[src/rtl/run_det_pkg.sv]
// Shared types and mode constants for the run detector and its occurrence counter.
package run_det_pkg;

   typedef enum logic [1:0] {
      IDLE = 2'd0,
      ACC  = 2'd1,
      FULL = 2'd2
   } run_state_e;

   localparam logic MODE_OVERLAP = 1'b1;
   localparam logic MODE_NONOVL  = 1'b0;

endpackage

[src/rtl/run_detect_counter_occ_counter.sv]
// Occurrence counter with sticky overflow. Define RUN_DET_SAT_EN to saturate
// at all-ones instead of wrapping to zero.
module occ_counter #(
   parameter int CNT_W = 8
) (
   input  logic             clk,
   input  logic             reset,
   input  logic             clr,
   input  logic             inc,
   output logic [CNT_W-1:0] count,
   output logic             overflow
);

   localparam logic [CNT_W-1:0] CNT_MAX = {CNT_W{1'b1}};

   logic [CNT_W-1:0] count_q, count_d;
   logic             ovf_q, ovf_d;

   // Next count: clear wins, then one step per detection.
   always_comb begin
      count_d = count_q;
      ovf_d   = ovf_q;
      if (clr) begin
         count_d = {CNT_W{1'b0}};
         ovf_d   = 1'b0;
      end else if (inc) begin
         if (count_q == CNT_MAX) begin
`ifdef RUN_DET_SAT_EN
            count_d = count_q;
`else
            count_d = {CNT_W{1'b0}};
`endif
            ovf_d   = 1'b1;
         end else begin
            count_d = count_q + CNT_W'(1);
         end
      end else begin
         count_d = count_q;
         ovf_d   = ovf_q;
      end
   end

   // Count and overflow registers.
   always_ff @(posedge clk or negedge reset) begin
      if (!reset) begin
         count_q <= {CNT_W{1'b0}};
         ovf_q   <= 1'b0;
      end else begin
         count_q <= count_d;
         ovf_q   <= ovf_d;
      end
   end

   assign count    = count_q;
   assign overflow = ovf_q;

endmodule

[src/rtl/run_detect_counter.sv]
// Detects runs of RUN_LEN bits equal to target, overlapping or not, and counts them.
// Build option: RUN_DET_SAT_EN makes the occurrence count saturate instead of wrap.
module run_detect_counter
   import run_det_pkg::*;
#(
   parameter  int RUN_LEN = 3,
   parameter  int CNT_W   = 8,
   localparam int RW      = $clog2(RUN_LEN + 1)
) (
   input  logic             clk,
   input  logic             reset,
   input  logic             clr,
   input  logic             in_valid,
   input  logic             in,
   input  logic             target,
   input  logic             overlap,
   output logic             hit,
   output logic [CNT_W-1:0] count,
   output logic [RW-1:0]    run_cur,
   output logic             overflow
);

   localparam logic [RW-1:0] RUN_LEN_V = RW'(RUN_LEN);

   run_state_e      state_q, state_d;
   logic [RW-1:0]   run_q, run_d, run_inc;
   logic            hit_q, hit_d;

   assign run_inc = run_q + RW'(1);

   // Next state; hit_d also drives the counter so count tracks hit on the same edge.
   always_comb begin
      state_d = state_q;
      run_d   = run_q;
      hit_d   = 1'b0;
      if (clr) begin
         state_d = IDLE;
         run_d   = {RW{1'b0}};
      end else if (in_valid) begin
         if (in != target) begin
            state_d = IDLE;
            run_d   = {RW{1'b0}};
         end else begin
            case (state_q)
               IDLE, ACC: begin
                  if (run_inc == RUN_LEN_V) begin
                     hit_d = 1'b1;
                     if (overlap == MODE_OVERLAP) begin
                        state_d = FULL;
                        run_d   = RUN_LEN_V;
                     end else begin
                        state_d = IDLE;
                        run_d   = {RW{1'b0}};
                     end
                  end else begin
                     state_d = ACC;
                     run_d   = run_inc;
                  end
               end
               FULL: begin
                  hit_d = 1'b1;
                  if (overlap == MODE_OVERLAP) begin
                     state_d = FULL;
                     run_d   = RUN_LEN_V;
                  end else begin
                     state_d = IDLE;
                     run_d   = {RW{1'b0}};
                  end
               end
               default: begin
                  state_d = IDLE;
                  run_d   = {RW{1'b0}};
               end
            endcase
         end
      end else begin
         state_d = state_q;
         run_d   = run_q;
      end
   end

   // FSM, run length and hit pulse registers.
   always_ff @(posedge clk or negedge reset) begin
      if (!reset) begin
         state_q <= IDLE;
         run_q   <= {RW{1'b0}};
         hit_q   <= 1'b0;
      end else begin
         state_q <= state_d;
         run_q   <= run_d;
         hit_q   <= hit_d;
      end
   end

   occ_counter #(.CNT_W(CNT_W)) u_occ_counter (
      .clk      (clk),
      .reset    (reset),
      .clr      (clr),
      .inc      (hit_d),
      .count    (count),
      .overflow (overflow)
   );

   assign hit     = hit_q;
   assign run_cur = run_q;

endmodule

[config.mk]
export PLATFORM = sky130hd
export DESIGN_NAME = run_detect_counter
export DESIGN_NICKNAME = d
export VERILOG_FILES = /design/src/rtl/run_det_pkg.sv /design/src/rtl/run_detect_counter_occ_counter.sv /design/src/rtl/run_detect_counter.sv
export SDC_FILE = /design/constraint.sdc
export NUM_CORES = 1
export LEC_CHECK = 0
export CORE_AREA = 2 2 39 41
export CTS_BUF_LIST = sky130_fd_sc_hd__clkbuf_8
export CTS_CLUSTER_SIZE = 40
export DETAILED_ROUTE_END_ITERATION = 7
export DIE_AREA = 0 0 41 43
export DONT_BUFFER_PORTS = 1
export HOLD_SLACK_MARGIN = 0.15
export PLACE_DENSITY = 0.75
export RECOVER_POWER = 100
export SLEW_MARGIN = 20
export SYNTH_ARGS = -nofsm -noshare
export SYNTH_HDL_FRONTEND = slang
export SYNTH_SLANG_ARGS = --single-unit
[constraint.sdc]
create_clock -name clk -period 2.4 [get_ports clk]
set_input_delay 0.48 -clock clk [delete_from_list [all_inputs] [get_ports clk]]
set_output_delay 0.48 -clock clk [all_outputs]
set_load 0.01 [all_outputs]
# [Word-level counts from Yosys, hierarchy flattened]
# Cells that the tools add are included.
[classes] addsub=2 mux=23 mul=0 reduce_logical=6 shift=0 n_bitwise=0 order_cmp=0 div_mod_pow=0 n_eq_ne=5
[ops] op="$mux 8" count=3
[ops] op="$mux 2" count=10
[ops] op="$add 8x1->8 const B" count=1
[ops] op="$eq 8x8->1 const B" count=1
[ops] op="$pmux 2 s2" count=2
[ops] op="$mux 1" count=7
[ops] op="$reduce_bool 2->1" count=3
[ops] op="$eq 2x2->1 const B" count=2
[ops] op="$add 2x1->2 const B" count=1
[ops] op="$eq 2x1->1 const B" count=1
[ops] op="$logic_not 2->1" count=1
[ops] op="$pmux 1 s2" count=1
[ops] op="$reduce_and 2->1" count=1
[ops] op="$reduce_or 2->1" count=1
[ops] op="$ne 1x1->1" count=1
[totals] mem_bits_ro=0 ramBits=0 reg_bits=14 memories=0 wordCells=41 out_inout_bits=12 latch_bits=0

# [Longest topological paths before layout]
[logic_depth] ltp_word=9 depth_mapped=6

# [Modules after synthesis]
# A second synthesis with hierarchy kept.
[unflattened] cells_unflattened=76 hier_area_um2=770.7
[by_module_without_submodules] module="occ_counter" instances=1 cells_per_inst=44 area_each_um2=475.5
[by_module_without_submodules] module="run_detect_counter" instances=1 cells_per_inst=32 area_each_um2=295.3

# [Worst setup path after synthesis]
# No wires, ideal clock.
[synth_timing] kind="input -> register" from="input port in_valid" to="register u_occ_counter.count_q[0] (netlist: u_occ_counter.count[0])" required_ns=2.326 path_stages=5 arrival_time_ns=1.546 path_buffers=2 path_slack_ns=0.779 cell_sequence="clkbuf_1 -> o2111ai_2 -> buf_4 -> or3_1 -> a21oi_2"
[synth_between] elab_chain_len=3
[synth_rtl] element="start, declared" line="run_detect_counter.sv:13" source="input logic in_valid,"
[synth_rtl] element="$mux 1" line="run_detect_counter.sv:39" source="end else if (in_valid) begin"
[synth_rtl] element="$mux 1" line="run_detect_counter.sv:36" source="if (clr) begin"
[synth_rtl] element="$reduce_bool 2->1 (no source line)"
[synth_rtl] element="end signal, assigned" line="run_detect_counter_occ_counter.sv:46" source="count_q <= {CNT_W{1'b0}};"
[synth_rtl] element="end signal, assigned" line="run_detect_counter_occ_counter.sv:49" source="count_q <= count_d;"
[synth_rtl] element="end, declared" line="run_detect_counter_occ_counter.sv:16" source="logic [CNT_W-1:0] count_q, count_d;"
# No other way between the ends.
# A chain may end at the register's enable or synchronous reset.

# [Final worst setup path]
[layout_timing] from="register run_q[0] (netlist: run_cur[0])" to="register u_occ_counter.count_q[7] (netlist: u_occ_counter.count[7])"
[layout_between] elab_chain_len=8
[layout_rtl] element="start, declared" line="run_detect_counter.sv:26" source="logic [RW-1:0] run_q, run_d, run_inc;"
[layout_rtl] element="start signal, assigned" line="run_detect_counter.sv:86" source="run_q <= {RW{1'b0}};"
[layout_rtl] element="start signal, assigned" line="run_detect_counter.sv:90" source="run_q <= run_d;"
[layout_rtl] element="$add 2x1->2" line="run_detect_counter.sv:29" source="assign run_inc = run_q + RW'(1);"
[layout_rtl] element="$eq 2x2->1" line="run_detect_counter.sv:46" source="if (run_inc == RUN_LEN_V) begin"
[layout_rtl] element="$mux 1" line="run_detect_counter.sv:46"
[layout_rtl] element="$pmux 1 s2" line="run_detect_counter.sv:44" source="case (state_q)"
[layout_rtl] element="$mux 1" line="run_detect_counter.sv:40" source="if (in != target) begin"
[layout_rtl] element="$mux 1" line="run_detect_counter.sv:39"
[layout_rtl] element="$mux 1" line="run_detect_counter.sv:36"
[layout_rtl] element="$reduce_bool 2->1 (no source line)"
# No other way between the ends.

==> summary.md <==
| Metric | Value |
|---|---|
| Footprint of the multi-input gates | `419 um2` |
| IO Pins | `19` |
| Max Clock Freq | `520 MHz` |
| Relative slew margins | `58.4%` |
| Ant diodes | `0` |
| Final Cycle Share | `80.1%` |
| WHS Endpoint | `u_occ_counter.count[7]` |
| Crit path required time | `2.57 ns` |
| Nets | `99` |
| Post-Syn Area | `805 um2` |
| Clock Path Buffers | `2` |
| Avg WL per Cell | `15.3 um` |
| RSZ-0062 raised after global routing | `false` |
| Leak | `0.349 nW` |
| Full die area | `0.00176 mm2` |
| R2R Path Start | `run_cur[0]` |
| # DRC | `0` |
| Status | `completed` |
| Storage element area | `350 um2` |
| Clock Sinks | `14` |
| R2r setup slk | `0.48 ns` |
| PwrDens | `574 mW/mm2` |
| Commonest non-fill, non-tap cells in the layout | `dfrtp_1, a21oi_1, nor2_1, nand2b_1` |
| Final wirelength | `1590 um` |
| DR pass1 iterations | `4` |
| Synth Register Bits | `14` |
| Cts hold-fix bufs | `1` |
| Final hold violation count | `0` |
| Critical path arrival | `2.09 ns` |
| Share of layout cells above drive strength 1 | `9.09%` |
| Core region area | `0.00138 mm2` |
| Clock root buffer | `clkbuf_8` |
| Cells on worst reg2reg path | `5` |
| Vias in the first global route | `594` |
| Commonest non-fill, non-tap cell in the layout | `dfrtp_1` |
| Post-synth top area share | `43.5%` |
| Worst setup SP type | `flip-flop` |
| Clock skew | `0.00189 ns` |
| Cells after Synth | `87` |
| Starting density of the core | `58.1%` |
| R2R Path End | `u_occ_counter.count[7]` |
| Clock transition at path regs | `0.06 ns` |
| Synth warnings | `0` |
| Tot Pwr | `497 uW` |
| First-pass GRT wire length | `2550 um` |
| Initial antenna violation count | `0` |
| Row count | `14` |
| Final setup TNS | `0 ns` |
| MaxCap Viol Count | `0` |
| HP Start | `clr` |
| Hold depth | `1` |
| RePlAce Congestion | `0.702` |
| Worst vdd ir | `0.297 mV` |
| Area Overhead vs Synth | `7.62%` |
| Total GRT Usage | `22.0%` |
| Routed Antenna Nets | `0` |
| CP endpoint kind | `flip-flop` |
| Hold Slack | `0.291 ns` |
| Post-Syn Area per Cell | `9.25 um2` |
| Residual overflow from global routing | `0` |
| Number of distinct library cells after synthesis | `28` |
| Die span in y | `43 um` |
| CTS-repair resized insts | `0` |
| CTS tree | `built` |
| Worst-path maximum fanout | `14` |
| Pin count of the biggest net entering global routing | `17` |
| DP HPWL | `1110 um` |
| Vias | `639` |
| Final core occ | `62.6%` |
| Setup repair bufs after CTS | `0` |
| Slew @ Worst Pin | `0.622 ns` |
| Die width | `41 um` |
| Area contributors post-synth | `dfrtp_1, a21oi_1, ha_1` |
| CTS H-tree depth | `1` |
| Fin crit period | `1.92 ns` |
| Vias per inst | `6.14` |
| Setup violations, final | `0` |
| Count of buffers from port buffering | `0` |
| CTS buffer count | `3` |
| Area leader, netlist | `dfrtp_1` |
| Hold WC Path Type | `in -> reg` |
| Slew Limit Fails | `0` |
| Sequential-to-total area share from yosys stat | `43.5%` |
| CP Class | `reg -> reg` |
| Fillers | `120` |
| Synth Net Count | `97` |
| Clk_lat worst skew | `0.24 ns` |
| DRT iter0 DRCs | `8` |
-- kinds of logic after synthesis --
group	after synthesis	synth area share, %
buffers and inverters	7	3.89
flip-flops	14	43.5
AO/OA/AOI/OAI	26	21.5
XOR/XNOR	1	2.02
AND/OR/NAND/NOR	36	24.4
adder cells (fa/ha/maj)	3	4.67
-- critical path, stage by stage, from the launching register on --
cell and delay, ns:
dfrtp_1 0.45, inv_1 0.11, ha_1 0.23, o2111ai_2 0.33, or4_1 0.59, a21oi_1 0.14
-- through the flow --
stage | cells | worst slack, ns | area (um2)
finish | 104 | 0.477 | 866
detailed placement | 99 | 0.501 | 805
floorplan | 87 | 0.779 | 805
global route | 104 | 0.344 | 866
global placement | 99 | 0.554 | 805
CTS | 104 | 0.470 | 870
-- per-layer routing --
metal | wire length (um) | part of all wire (%) | GRT usage [%] | vias to the layer above
li1 | - | - | - | 314
met1 | 694 | 44 | 25.5 | 305
met2 | 780 | 49 | 32.2 | 18
met3 | 99 | 6.2 | 8.38 | 2
met4 | 19 | 1.2 | 14.0 | 0
met5 | 0 | 0 | 0 | -
-- Yosys cell counts, drive strengths merged --
master and instances:
o211ai 2, o2111a 1, inv 3, o31ai 2
o211a 1, or2 2, nand2 5, nor2b 2
a21oi 13, o21ai 4, clkbuf 2, a32o 1
nor2 7, dfrtp 14, or4 3, nor3 2
buf 2, nand2b 6, ha 3, o2111ai 1
nand4 1, nand3 5, xnor2 1, a21boi 1
or3 3
-- registers in the layout, summed over array words and instances (netlist names) --
signal and flops:
hit 1, run_cur 2, state_q 2, u_occ_counter.count 8
u_occ_counter.overflow 1
-- worst max path at each step --
stage / from / end / slack (ns) / depth (start not counted)
2_1_floorplan: in_valid / u_occ_counter.count[0] / 0.78 / 5
3_3_place_gp: run_cur[0] / u_occ_counter.count[7] / 0.55 / 5
6_report: run_cur[0] / u_occ_counter.count[7] / 0.48 / 5
4_1_cts: run_cur[0] / u_occ_counter.count[7] / 0.47 / 5
3_5_place_dp: run_cur[0] / u_occ_counter.count[7] / 0.50 / 5
5_1_grt: run_cur[0] / u_occ_counter.count[7] / 0.34 / 5
-- power breakdown --
part | total (mW) | switching (mW) | internal [mW]
Clock | 0.228 | 0.0832 | 0.145
Combinational | 0.0242 | 0.0131 | 0.0112
Sequential | 0.244 | 0.00462 | 0.239
Total | 0.497 | 0.101 | 0.396
-- final cells by class --
type | instances | area share (%)
inverter | 3 | 1.30
timing repair buffer | 1 | 1.16
tap | 16 | 2.31
clock buffer | 4 | 6.36
sequential | 14 | 40.5
multi-input combinational | 66 | 48.4
No activity file was read; power rests on OpenSTA's default activity.
